**config.mk**
```make
export PLATFORM = sky130hd
export DESIGN_NAME = cluster_locate
export DESIGN_NICKNAME = d
export VERILOG_FILES = /design/src/rtl/cluster_locate.sv
export SDC_FILE = /design/constraint.sdc
export NUM_CORES = 1
export LEC_CHECK = 0
export ABC_AREA = 1
export CORE_AREA = 2 2 175 177
export CTS_CLUSTER_SIZE = 30
export DETAILED_ROUTE_END_ITERATION = 10
export DIE_AREA = 0 0 177 179
export PLACE_DENSITY = 0.78
export SYNTH_ARGS = -nofsm -noshare
export SYNTH_HDL_FRONTEND = slang
export SYNTH_SLANG_ARGS = --single-unit
export TNS_END_PERCENT = 5
```
**constraint.sdc**
```tcl
create_clock -name clk -period 14 [get_ports clk]
set_input_delay 2.8 -clock clk [delete_from_list [all_inputs] [get_ports clk]]
set_output_delay 2.8 -clock clk [all_outputs]
set_load 0.05 [all_outputs]
```
**src/rtl/cluster_locate.sv**
```systemverilog
// Streaming cluster finder: tracks runs of consecutive above-threshold channels
// on the signal RAM write stream and publishes the best run at frame end.
module cluster_locate #(
    parameter int CH_NUM    = 320,
    parameter int MIN_WIDTH = 2
) (
    input  logic                          clk,
    input  logic                          rst,
    input  logic signed [15:0]            threshold,
    input  logic                          sig_valid,
    input  logic [$clog2(CH_NUM)-1:0]     sig_ch,
    input  logic signed [15:0]            sig_data,
    input  logic                          sig_last,
    output logic [$clog2(CH_NUM)-1:0]     sig_ch_left,
    output logic [$clog2(CH_NUM)-1:0]     sig_ch_right,
    output logic signed [31:0]            cluster_sum,
    output logic signed [15:0]            cluster_peak,
    output logic                          has_cluster,
    output logic                          no_cluster,
    output logic                          result_valid
);

    // state | meaning
    // IDLE  | waiting for a channel-0 beat to start a frame
    // SCAN  | frame in progress, tracking runs and the best run so far

    localparam int          CW    = $clog2(CH_NUM);
    localparam logic [8:0]  MIN_W = 9'(MIN_WIDTH);

    typedef enum logic {IDLE, SCAN} state_t;

    state_t                state_q, state_d;
    logic                  run_open_q, run_open_d;
    logic [CW-1:0]         run_start_q, run_start_d;
    logic [CW-1:0]         run_end_q, run_end_d;
    logic signed [31:0]    run_sum_q, run_sum_d;
    logic signed [15:0]    run_peak_q, run_peak_d;
    logic [8:0]            run_len_q, run_len_d;
    logic                  best_valid_q, best_valid_d;
    logic [CW-1:0]         best_left_q, best_left_d;
    logic [CW-1:0]         best_right_q, best_right_d;
    logic signed [31:0]    best_sum_q, best_sum_d;
    logic signed [15:0]    best_peak_q, best_peak_d;
    logic [CW-1:0]         left_q, left_d;
    logic [CW-1:0]         right_q, right_d;
    logic signed [31:0]    sum_q, sum_d;
    logic signed [15:0]    peak_q, peak_d;
    logic                  has_q, has_d;
    logic                  no_q, no_d;
    logic                  rv_q, rv_d;

    logic                  beat_start, beat_act, hit, contig;
    logic signed [31:0]    data_ext;

    // Lower start channel breaks ties so out-of-order runs still resolve correctly.
    function automatic logic run_wins(input logic               bv,
                                      input logic signed [31:0] bs,
                                      input logic [CW-1:0]      bl,
                                      input logic signed [31:0] cs,
                                      input logic [CW-1:0]      cl,
                                      input logic [8:0]         len);
        return (len >= MIN_W) && (!bv || (cs > bs) || ((cs == bs) && (cl < bl)));
    endfunction

    always_comb begin
        state_d      = state_q;
        run_open_d   = run_open_q;
        run_start_d  = run_start_q;
        run_end_d    = run_end_q;
        run_sum_d    = run_sum_q;
        run_peak_d   = run_peak_q;
        run_len_d    = run_len_q;
        best_valid_d = best_valid_q;
        best_left_d  = best_left_q;
        best_right_d = best_right_q;
        best_sum_d   = best_sum_q;
        best_peak_d  = best_peak_q;
        left_d       = left_q;
        right_d      = right_q;
        sum_d        = sum_q;
        peak_d       = peak_q;
        has_d        = has_q;
        no_d         = no_q;
        rv_d         = 1'b0;
        contig       = 1'b0;

        beat_start = sig_valid && (sig_ch == '0);
        beat_act   = sig_valid && (beat_start || (state_q == SCAN));
        hit        = sig_data > threshold;
        data_ext   = {{16{sig_data[15]}}, sig_data};

        if (beat_start) begin
            run_open_d   = 1'b0;
            run_start_d  = '0;
            run_end_d    = '0;
            run_sum_d    = '0;
            run_peak_d   = '0;
            run_len_d    = '0;
            best_valid_d = 1'b0;
            best_left_d  = '0;
            best_right_d = '0;
            best_sum_d   = '0;
            best_peak_d  = '0;
        end

        if (beat_act) begin
            contig = run_open_d && (sig_ch == run_end_d + CW'(1));
            if (run_open_d && !(hit && contig)) begin
                if (run_wins(best_valid_d, best_sum_d, best_left_d,
                             run_sum_d, run_start_d, run_len_d)) begin
                    best_valid_d = 1'b1;
                    best_left_d  = run_start_d;
                    best_right_d = run_end_d;
                    best_sum_d   = run_sum_d;
                    best_peak_d  = run_peak_d;
                end
                run_open_d = 1'b0;
            end

            if (hit) begin
                if (run_open_d) begin
                    run_end_d = sig_ch;
                    run_sum_d = run_sum_d + data_ext;
                    run_len_d = run_len_d + 9'd1;
                    if (sig_data > run_peak_d)
                        run_peak_d = sig_data;
                end else begin
                    run_open_d  = 1'b1;
                    run_start_d = sig_ch;
                    run_end_d   = sig_ch;
                    run_sum_d   = data_ext;
                    run_peak_d  = sig_data;
                    run_len_d   = 9'd1;
                end
            end

            // Final close, best update and publish all land on the same edge.
            if (sig_last) begin
                if (run_open_d &&
                    run_wins(best_valid_d, best_sum_d, best_left_d,
                             run_sum_d, run_start_d, run_len_d)) begin
                    best_valid_d = 1'b1;
                    best_left_d  = run_start_d;
                    best_right_d = run_end_d;
                    best_sum_d   = run_sum_d;
                    best_peak_d  = run_peak_d;
                end
                run_open_d = 1'b0;
                rv_d       = 1'b1;
                has_d      = best_valid_d;
                no_d       = !best_valid_d;
                left_d     = best_valid_d ? best_left_d  : '0;
                right_d    = best_valid_d ? best_right_d : '0;
                sum_d      = best_valid_d ? best_sum_d   : '0;
                peak_d     = best_valid_d ? best_peak_d  : '0;
                state_d    = IDLE;
            end else if (beat_start) begin
                state_d = SCAN;
            end
        end
    end

    always_ff @(posedge clk or posedge rst) begin
        if (rst) begin
            state_q      <= IDLE;
            run_open_q   <= 1'b0;
            run_start_q  <= '0;
            run_end_q    <= '0;
            run_sum_q    <= '0;
            run_peak_q   <= '0;
            run_len_q    <= '0;
            best_valid_q <= 1'b0;
            best_left_q  <= '0;
            best_right_q <= '0;
            best_sum_q   <= '0;
            best_peak_q  <= '0;
            left_q       <= '0;
            right_q      <= '0;
            sum_q        <= '0;
            peak_q       <= '0;
            has_q        <= 1'b0;
            no_q         <= 1'b0;
            rv_q         <= 1'b0;
        end else begin
            state_q      <= state_d;
            run_open_q   <= run_open_d;
            run_start_q  <= run_start_d;
            run_end_q    <= run_end_d;
            run_sum_q    <= run_sum_d;
            run_peak_q   <= run_peak_d;
            run_len_q    <= run_len_d;
            best_valid_q <= best_valid_d;
            best_left_q  <= best_left_d;
            best_right_q <= best_right_d;
            best_sum_q   <= best_sum_d;
            best_peak_q  <= best_peak_d;
            left_q       <= left_d;
            right_q      <= right_d;
            sum_q        <= sum_d;
            peak_q       <= peak_d;
            has_q        <= has_d;
            no_q         <= no_d;
            rv_q         <= rv_d;
        end
    end

    assign sig_ch_left  = left_q;
    assign sig_ch_right = right_q;
    assign cluster_sum  = sum_q;
    assign cluster_peak = peak_q;
    assign has_cluster  = has_q;
    assign no_cluster   = no_q;
    assign result_valid = rv_q;

endmodule
```
Yosys cells after proc, flatten, opt, wreduce, memory -nomap -nowiden
Cells that the tools add are included.
- register bits after elaboration: 213
- latch bits: 0
- memory bits (writable): 0
- ROM bits: 0
- bits of input ports: 45
- output and inout port bits: 69
- word-level logic and storage cells: 129
- memories kept: 0
- add/sub/neg operators: 3
- multipliers: 0
- div/mod/pow operators: 0
- order comparisons: 8
- eq/ne operators: 3
- shifts and indexed selects: 0
- muxes and demuxes: 73
- bitwise logic cells: 0
- reduce and logical (&&, ||, !) cells: 23
- operator list (kind ; count):
    two-way mux 32 bit ; 13
    two-way mux 9 bit ; 28
    two-way mux 16 bit ; 12
    equality test 32 bit ; 2
    greater-than comparator 32 bit ; 2
    adder 32 x 16 -> 32 bit ; 1
    greater-than comparator 16 bit ; 2
    two-way mux 1 bit ; 20
    adder 9 x 1 -> 9 bit, second input constant ; 2
    greater-or-equal comparator 9 x 2 -> 1 bit, second input constant ; 2
    < comparator 9 bit ; 2
    logical AND 1 bit ; 10
    equality test 9 bit ; 1
    logical NOT 9 bit ; 1
    logical OR 1 bit ; 5
    logical NOT 1 bit ; 4
    AND reduction 2 bit ; 2
    nonzero test 2 bit ; 1

Longest topological paths before layout
Gate-level depths: netlist of the first run.
- depth after elaboration: 24
- mapped depth: 47
- depth with buffers taken out: 43

Worst setup path before layout of the first run
OpenSTA, ideal clock, no wires.
- kind: input to register
- start point: input port sig_ch[2]
- end point: register sum_q[30] (netlist: cluster_sum[30])
- setup time: 124 ps
- arrival: 8096 ps
- required time: 13876 ps
- setup slack: 5780 ps
- stages on the path: 43
- buffers on the path: 7
- cell sequence: inv_1 -> nand2_1 -> nor2_2 -> inv_2 -> nor2_4 -> buf_2 -> buf_1 -> clkbuf_1 -> nor2_1 -> ha_1 -> nand2_1 -> nor2_1 -> nand2_1 -> a31oi_1 -> a2111oi_0 -> nand2_1 -> nand2_1 -> nand2_1 -> [7 not listed] -> inv_1 -> ha_1 -> a21oi_1 -> nor2_1 -> a2111oi_0 -> o221ai_1 -> nand2_1 -> nand3_1 -> nor2_1 -> nor2_1 -> a21oi_1 -> nand2_2 -> nand2_1 -> buf_6 -> buf_2 -> nand2_1 -> o211ai_1 -> nand2_1
- cells in the longest elaborated chain, start to end: 23
- elaborated cells on any way between the ends: 67
- classes of those cells: add/sub: 3; order compare: 6; eq/ne: 3; mux: 35; reduce/logical: 20
- ends and longest elaborated chain (what ; line ; source):
    start, declared ; 11 ; input logic [$clog2(CH_NUM)-1:0] sig_ch,
    logical NOT 9 bit ; 87 ; beat_start = sig_valid && (sig_ch == '0);
    logical AND 1 bit ; 87 ;
    two-way mux 9 bit ; 92 ; if (beat_start) begin
    adder 9 x 1 -> 9 bit ; 107 ; contig = run_open_d && (sig_ch == run_end_d + CW'(1));
    equality test 9 bit ; 107 ;
    logical AND 1 bit ; 107 ;
    logical AND 1 bit ; 108 ; if (run_open_d && !(hit && contig)) begin
    logical NOT 1 bit ; 108 ;
    [7 not listed] ; n/a ;
    logical OR 1 bit / logical AND 1 bit (equally long branches) ; 62 ; return (len >= MIN_W) && (!bv || (cs > bs) || ((cs == bs) && (cl < bl)));
    logical OR 1 bit ; 62 ;
    logical AND 1 bit ; 62 ;
    logical AND 1 bit ; 139 ; if (run_open_d &&
    two-way mux 1 bit ; 139 ;
    two-way mux 1 bit ; 138 ; if (sig_last) begin
    two-way mux 1 bit ; 106 ; if (beat_act) begin
    two-way mux 32 bit ; 154 ; sum_d = best_valid_d ? best_sum_d : '0;
    end signal, assigned ; 199 ; sum_q <= sum_d;
    end, declared ; 46 ; logic signed [31:0] sum_q, sum_d;
Several ways; a longest one is shown, not always the timed one. The select of a mux whose other input is x is not followed.
A chain may end at the register's enable or synchronous reset.

Worst setup path after layout of the first run
- start point: input port sig_ch[0]
- end point: register best_sum_q[0]
- cells in the longest elaborated chain, start to end: 22
- elaborated cells on any way between the ends: 64
- classes of those cells: add/sub: 3; order compare: 6; eq/ne: 3; mux: 33; reduce/logical: 19
- ends and longest elaborated chain (what ; line ; source):
    logical NOT 9 bit ; 87 ;
    logical AND 1 bit ; 87 ;
    two-way mux 9 bit ; 92 ;
    adder 9 x 1 -> 9 bit ; 107 ;
    equality test 9 bit ; 107 ;
    logical AND 1 bit ; 107 ;
    logical AND 1 bit ; 108 ;
    logical NOT 1 bit ; 108 ;
    [7 not listed] ; n/a ;
    logical OR 1 bit / logical AND 1 bit (equally long branches) ; 62 ;
    logical OR 1 bit ; 62 ;
    logical AND 1 bit ; 62 ;
    logical AND 1 bit ; 139 ;
    two-way mux 32 bit ; 139 ;
    two-way mux 32 bit ; 138 ;
    two-way mux 32 bit (*) ; 106 ;
    net best_sum_d[0] ; 42 ; logic signed [31:0] best_sum_q, best_sum_d;
    end signal, assigned ; 195 ; best_sum_q <= best_sum_d;
    end, declared ; 42 ;
The timed path passes the listed nets; every way through them passes the cells marked *. The select of a mux whose other input is x is not followed.

==> results of run 1 <==
-- cell families after synthesis --
kind of cell / after synthesis
compound gates: 478
buf+inv: 391
flops: 213
fa+ha+maj: 145
xor+xnor: 26
simple gates: 1213
-- routing by layer --
layer  global-route usage (%)  wire (µm)  up-vias
li1                         -          -     8182
met1                     45.4      22300     7910
met2                     55.6      24300      869
met3                     4.52       4650      160
met4                     12.9       2160        0
met5                        0          0        -
-- cell usage after synthesis, types with 27 or more instances --
cell type  instances  area share, %
dfrtp_1          213             32
o211ai_1          36            1.6
nand2_1          750             17
nor2_1           200            4.5
a21oi_1          102            3.1
nand4_1           43            1.6
nand3_1          156            4.7
o21ai_0          228            6.8
ha_1             144             11
inv_1            260            5.8
buf_2             27           0.81
clkbuf_1          62            1.4
o21ai_1           37            1.1
-- final timing paths --
kind,slack [ns],startpoint,end,depth (start not counted)
worst max register to register,6.00,run_sum_q[30],best_sum_q[0],32
max in group asynchronous,9.77,rst,run_len_q[8],3
min in group asynchronous,2.78,rst,cluster_peak[1],2
worst min-delay path,0.48,cluster_sum[14],cluster_sum[14],2
worst min register to register,0.48,cluster_sum[14],cluster_sum[14],2
worst max-delay path,1.96,sig_ch[0],best_sum_q[0],37
-- through the flow --
step           instance area, µm²  std cells  total power [mW]  setup slack [ns]
2_1_floorplan               16700       2466              3.05              5.38
3_3_place_gp                18000       2875              3.73              1.94
5_1_grt                     18700       2918              4.89              1.48
3_5_place_dp                18000       2875              3.80              1.97
6_report                    18700       2918              4.51              1.96
4_1_cts                     18700       2918              4.45              2.42
-- flip-flops by register name, summed over array words and instances (netlist names), 9 cells and up --
| name | cells |
|---|---|
| cluster_sum | 32 |
| run_end_q | 9 |
| run_sum_q | 32 |
| best_left_q | 9 |
| run_peak_q | 16 |
| sig_ch_right | 9 |
| best_sum_q | 32 |
| best_right_q | 9 |
| best_peak_q | 16 |
| run_len_q | 9 |
| cluster_peak | 16 |
| sig_ch_left | 9 |
| run_start_q | 9 |
-- power groups by stage --
stage / Sequential, mW / Combinational (mW) / Clock [mW]
2_1_floorplan: 1.21 / 1.84 / 0
3_3_place_gp: 0.966 / 2.76 / 0
3_5_place_dp: 0.972 / 2.83 / 0
4_1_cts: 0.964 / 2.85 / 0.644
5_1_grt: 0.988 / 3.23 / 0.672
6_report: 0.966 / 2.90 / 0.642
-- worst register-to-register path: cells and delay by family, from the launching register on --
family                     cells  cell delay (ns)
DFF                            1             0.35
buffers and inverters          5             1.23
AOI/OAI and AO/OA              8             2.00
and+or+nand+nor               17             3.95
adders and majority gates      2             0.37
-- final cells by class --
| class | count | area (µm²) | area share (%) |
|---|---|---|---|
| clock buffer | 36 | 717 | 3.83 |
| clock inverter | 7 | 62.6 | 0.334 |
| inverter | 273 | 1040 | 5.53 |
| multi-input combinational | 1862 | 9820 | 52.4 |
| sequential | 213 | 5330 | 28.5 |
| tap | 396 | 495 | 2.65 |
| timing repair buffer | 131 | 1270 | 6.76 |
==> flow_summary.json, run 1 <==
{
  "grt_start_max_net_pins": 97,
  "finalHoldViolations": 0,
  "first_iter_violations": 2047,
  "synth_edf_count": 0,
  "clock_skew_ns": 0.0126,
  "drc": 0,
  "synthCells": 2466,
  "setup_viol": 0,
  "syn_nets": 2656,
  "required_ns": 14.41,
  "cts_tree": "built",
  "hold_class": "reg2reg",
  "place.gp.congestion": 0.924,
  "diodes": 0,
  "synth_seq_cells": 213,
  "rsz0062_at_grt": "false",
  "dpl.hpwl_um": 36700,
  "htree_levels": 1,
  "antenna_found_initial": 0,
  "ant_nets": 0,
  "pwr-share-clk_pct": 14.2,
  "yosys.area_share.adder_pct": 10.9,
  "ctsHoldBuffers": 0,
  "slew_headroom_pct": 21.0,
  "grt_overflow_total": 0,
  "final_core_util_pct": 62.4,
  "port_buffers": 113,
  "vias_per_cell": 5.87,
  "synth-simple-area-share_pct": 30.3,
  "p_seq_share_pct": 21.4,
  "grt_pass1_vias": 16300,
  "ys_warn_count": 0,
  "synth_top_family_by_area": "simple AND/OR/NAND/NOR gates",
  "setup_tns_ns": 0,
  "layout_min_cycle_time_ns": 12.04,
  "comb_power_share_pct": 64.3,
  "crit_type": "in2reg",
  "cts.clk_slew.worst_paths_ns": 0.06,
  "die_y_um": 179,
  "io_pins": 114,
  "crit_fanout": 80,
  "synth_area_mm2": 0.0167,
  "cts_sinks": 213,
  "crit_path_end_kind": "flop",
  "cts_buffer_depth": 3,
  "cts_buffers": 25,
  "peakVddDrop_v": 0.000136,
  "areaGrowthSynthToFinish_pct": 12.3,
  "worstMarginPinSlew_ns": 1.18,
  "synth_compound_area_share_pct": 16.0,
  "status": "finished clean",
  "synthXorXnorAreaFrac_pct": 1.41,
  "finalCritPeriodShare_pct": 86.0,
  "drive_gt1_share_pct": 3.97,
  "drv_slew": 0,
  "clock_latency_ns": 0.53,
  "cpPeakStageDelay_ns": 0.84,
  "synthDistinctLibCells": 50,
  "whs_ns": 0.477,
  "dr.pass1.iters": 6,
  "power_switching_mw": 2.37,
  "final_cell_mix": "nand2_1, inv_1, o21ai_0",
  "crit_buf_inv": 7,
  "power_leakage_nw": 9.70,
  "ys_seq_area_share_pct": 31.9,
  "syn_area_per_cell_um2": 6.77,
  "crit_family": "simple AND/OR/NAND/NOR gates",
  "cts_setup_buffers": 0,
  "rows": 64,
  "ctsResizeCount": 0,
  "wl_per_cell_um": 18.3,
  "num_vias": 17100,
  "root_buffer": "clkbuf_16",
  "grt_pass1_wl_um": 85300,
  "async_reset_ff_share_pct": 100,
  "dieWidth_um": 177,
  "slowest_stage": "buf_4",
  "final_common_cell": "nand2_1",
  "crit_arrival_ns": 12.45,
  "track_usage_pct": 33.8,
  "maxCapViolations": 0,
  "dieArea_mm2": 0.0317,
  "wl_um": 53400,
  "p_int_mw": 2.14,
  "fmax_mhz": 83.1,
  "cp-start-kind": "primary input",
  "fin_nets": 2696,
  "synthFlopType": "dfrtp_1",
  "start_util_pct": 55.6,
  "sw_frac_of_total_pct": 52.5,
  "nFillCells": 2829,
  "muxShareOfSynthArea_pct": 0,
  "p_per_area_mw_per_mm2": 241,
  "core_area_mm2": 0.0300
}
Note: power is estimated with default switching activity, not from simulation.
==> run 2: changes to the inputs <==
--- a/config.mk
+++ b/config.mk
@@ -6,11 +6,12 @@
 export NUM_CORES = 1
 export LEC_CHECK = 0
 export ABC_AREA = 1
-export CORE_AREA = 2 2 175 177
+export CORE_AREA = 2 2 174 244
 export CTS_CLUSTER_SIZE = 30
 export DETAILED_ROUTE_END_ITERATION = 10
-export DIE_AREA = 0 0 177 179
-export PLACE_DENSITY = 0.78
+export DIE_AREA = 0 0 176 246
+export PLACE_DENSITY = 0.6
+export REMOVE_ABC_BUFFERS = 1
 export SYNTH_ARGS = -nofsm -noshare
 export SYNTH_HDL_FRONTEND = slang
 export SYNTH_SLANG_ARGS = --single-unit
==> run 2 against run 1 <==
Net effect:
- core utilization down 16 points
- clock power up 12%
- worst hold slack worse by 0.0013 ns
- maximum frequency about the same
- die area up 37%
- largest cell class unchanged
- critical path depth up 5
- via count down 0.93%
- clock skew up 0.011 ns
- sequential power up 0.7%
- largest power group unchanged
==> flow_summary.json, run 2 (synthesized netlist as in run 1, its figures left out) <==
{
  "crit_fanout": 97,
  "slowest_stage": "nand2_4",
  "required_ns": 14.46,
  "crit_buf_inv": 8,
  "grt_start_max_net_pins": 98,
  "setup_tns_ns": 0,
  "port_buffers": 113,
  "r2r-end": "best_sum_q[1]",
  "finalHoldViolations": 0,
  "crit_type": "in2reg",
  "ctsResizeCount": 0,
  "wl_um": 58300,
  "dr.pass1.iters": 6,
  "setup_viol": 0,
  "final_core_util_pct": 46.4,
  "drv_slew": 0,
  "final_cell_mix": "nand2_1, inv_1, o21ai_0",
  "cts.clk_slew.worst_paths_ns": 0.06,
  "setup_slack_ns": 1.97,
  "htree_levels": 1,
  "clock_latency_ns": 0.56,
  "maxCapViolations": 0,
  "cp.depth": 42,
  "antenna_found_initial": 0,
  "grt_overflow_total": 0,
  "first_iter_violations": 1440,
  "vias_per_cell": 5.53,
  "cpPeakStageDelay_ns": 0.77,
  "dieWidth_um": 176,
  "layout_min_cycle_time_ns": 12.03,
  "grt_pass1_vias": 16700,
  "cts_sinks": 213,
  "clock_skew_ns": 0.0235,
  "hold_class": "reg2reg",
  "grt_pass1_wl_um": 91900,
  "final_common_cell": "nand2_1",
  "die_y_um": 246,
  "drc": 0,
  "cts_tree": "built",
  "io_pins": 114,
  "num_vias": 17000,
  "cts_setup_buffers": 0,
  "p_per_area_mw_per_mm2": 243,
  "cts_buffers": 26,
  "place.gp.congestion": 0.926,
  "whs_path_depth": 2,
  "cts_buffer_depth": 3,
  "ant_nets": 0,
  "wl_per_cell_um": 19.0,
  "worstReg2RegStart": "run_sum_q[31]",
  "drive_gt1_share_pct": 4.23,
  "r2r_cells": 33,
  "rows": 88,
  "slew_headroom_pct": 29.1,
  "crit_path_end_kind": "flop",
  "core_area_mm2": 0.0411,
  "fmax_mhz": 83.1,
  "peakVddDrop_v": 0.000155,
  "worstMarginPinSlew_ns": 1.05,
  "fin_nets": 2700,
  "crit_top_cell": "nand2_1",
  "r2r_slack_ns": 5.45,
  "cp-start-kind": "primary input",
  "crit_family": "simple AND/OR/NAND/NOR gates",
  "dp_slack_ns": 1.49,
  "track_usage_pct": 26.9,
  "status": "finished clean",
  "rsz0062_at_grt": "false",
  "areaGrowthSynthToFinish_pct": 14.2,
  "finalCritPeriodShare_pct": 85.9,
  "start_util_pct": 40.6,
  "ctsHoldBuffers": 0,
  "root_buffer": "clkbuf_16",
  "holdPathEnd": "sig_ch_left[6]",
  "worstHoldStart": "sig_ch_left[6]",
  "diodes": 0,
  "crit_arrival_ns": 12.49,
  "dieArea_mm2": 0.0433,
  "dpl.hpwl_um": 39400,
  "power_leakage_nw": 9.77
}
-- run 2: worst register-to-register path, delay by kind of cell (launching register included) --
| family | cells | cell delay [ns] |
|---|---|---|
| AND/OR/NAND/NOR | 19 | 4.65 |
| AO/OA/AOI/OAI | 7 | 1.63 |
| buffers and inverters | 5 | 1.20 |
| adder cells (fa/ha/maj) | 2 | 0.62 |
| flip-flops | 1 | 0.36 |
-- run 2: how the worst max path moves through the flow --
| stage | startpoint | endpoint | slack, ns |
|---|---|---|---|
| 2_1_floorplan | sig_ch[0] | cluster_sum[25] | 2.84 |
| 3_3_place_gp | sig_ch[1] | best_sum_q[4] | 1.69 |
| 3_5_place_dp | sig_ch[1] | best_right_q[8] | 1.49 |
| 4_1_cts | sig_ch[1] | best_right_q[8] | 2.07 |
| 5_1_grt | sig_ch[1] | best_right_q[8] | 1.33 |
| 6_report | sig_ch[1] | best_sum_q[1] | 1.97 |
-- run 2: metrics by stage --
step	instances	hold WS (ns)	cell area (µm²)	total power, mW
after global placement	3022	0.463	18200	3.84
after global routing	3069	0.504	19100	5.03
after CTS	3069	0.481	19100	4.61
final	3069	0.476	19100	4.63
after floorplan	2348	0.475	16100	2.99
after detailed placement	3022	0.465	18200	3.87
-- run 2: final cells by class --
class	instances	area, µm²
clock buffer	37	753
clock inverter	10	130
fill	4179	22000
inverter	273	1040
multi-input combinational	1862	9830
sequential	213	5330
tap	540	676
timing repair buffer	134	1300
-- run 2: layer usage --
layer | up-vias | global-route usage (%) | part of all wire [%]
met5 | - | 0 | 0
li1 | 8203 | - | -
met4 | 0 | 12.3 | 4.6
met1 | 7983 | 33.6 | 42
met2 | 629 | 46.6 | 48
met3 | 147 | 2.89 | 5.8
-- run 2: where the power goes --
part	switching (mW)	total [mW]	internal [mW]	leakage, nW
clock	0.290	0.718	0.428	0.431
sequential	0.122	0.973	0.851	2.69
combinational	2.00	2.94	0.933	6.65
==> run 3: changes to the inputs <==
--- a/config.mk
+++ b/config.mk
@@ -10,6 +10,7 @@
 export CTS_CLUSTER_SIZE = 30
 export DETAILED_ROUTE_END_ITERATION = 10
 export DIE_AREA = 0 0 176 246
+export HOLD_SLACK_MARGIN = 0.02
 export PLACE_DENSITY = 0.6
 export REMOVE_ABC_BUFFERS = 1
 export SYNTH_ARGS = -nofsm -noshare
==> results of run 3 <==
No change in the layout: final DEF, timing and power equal those of run 2.
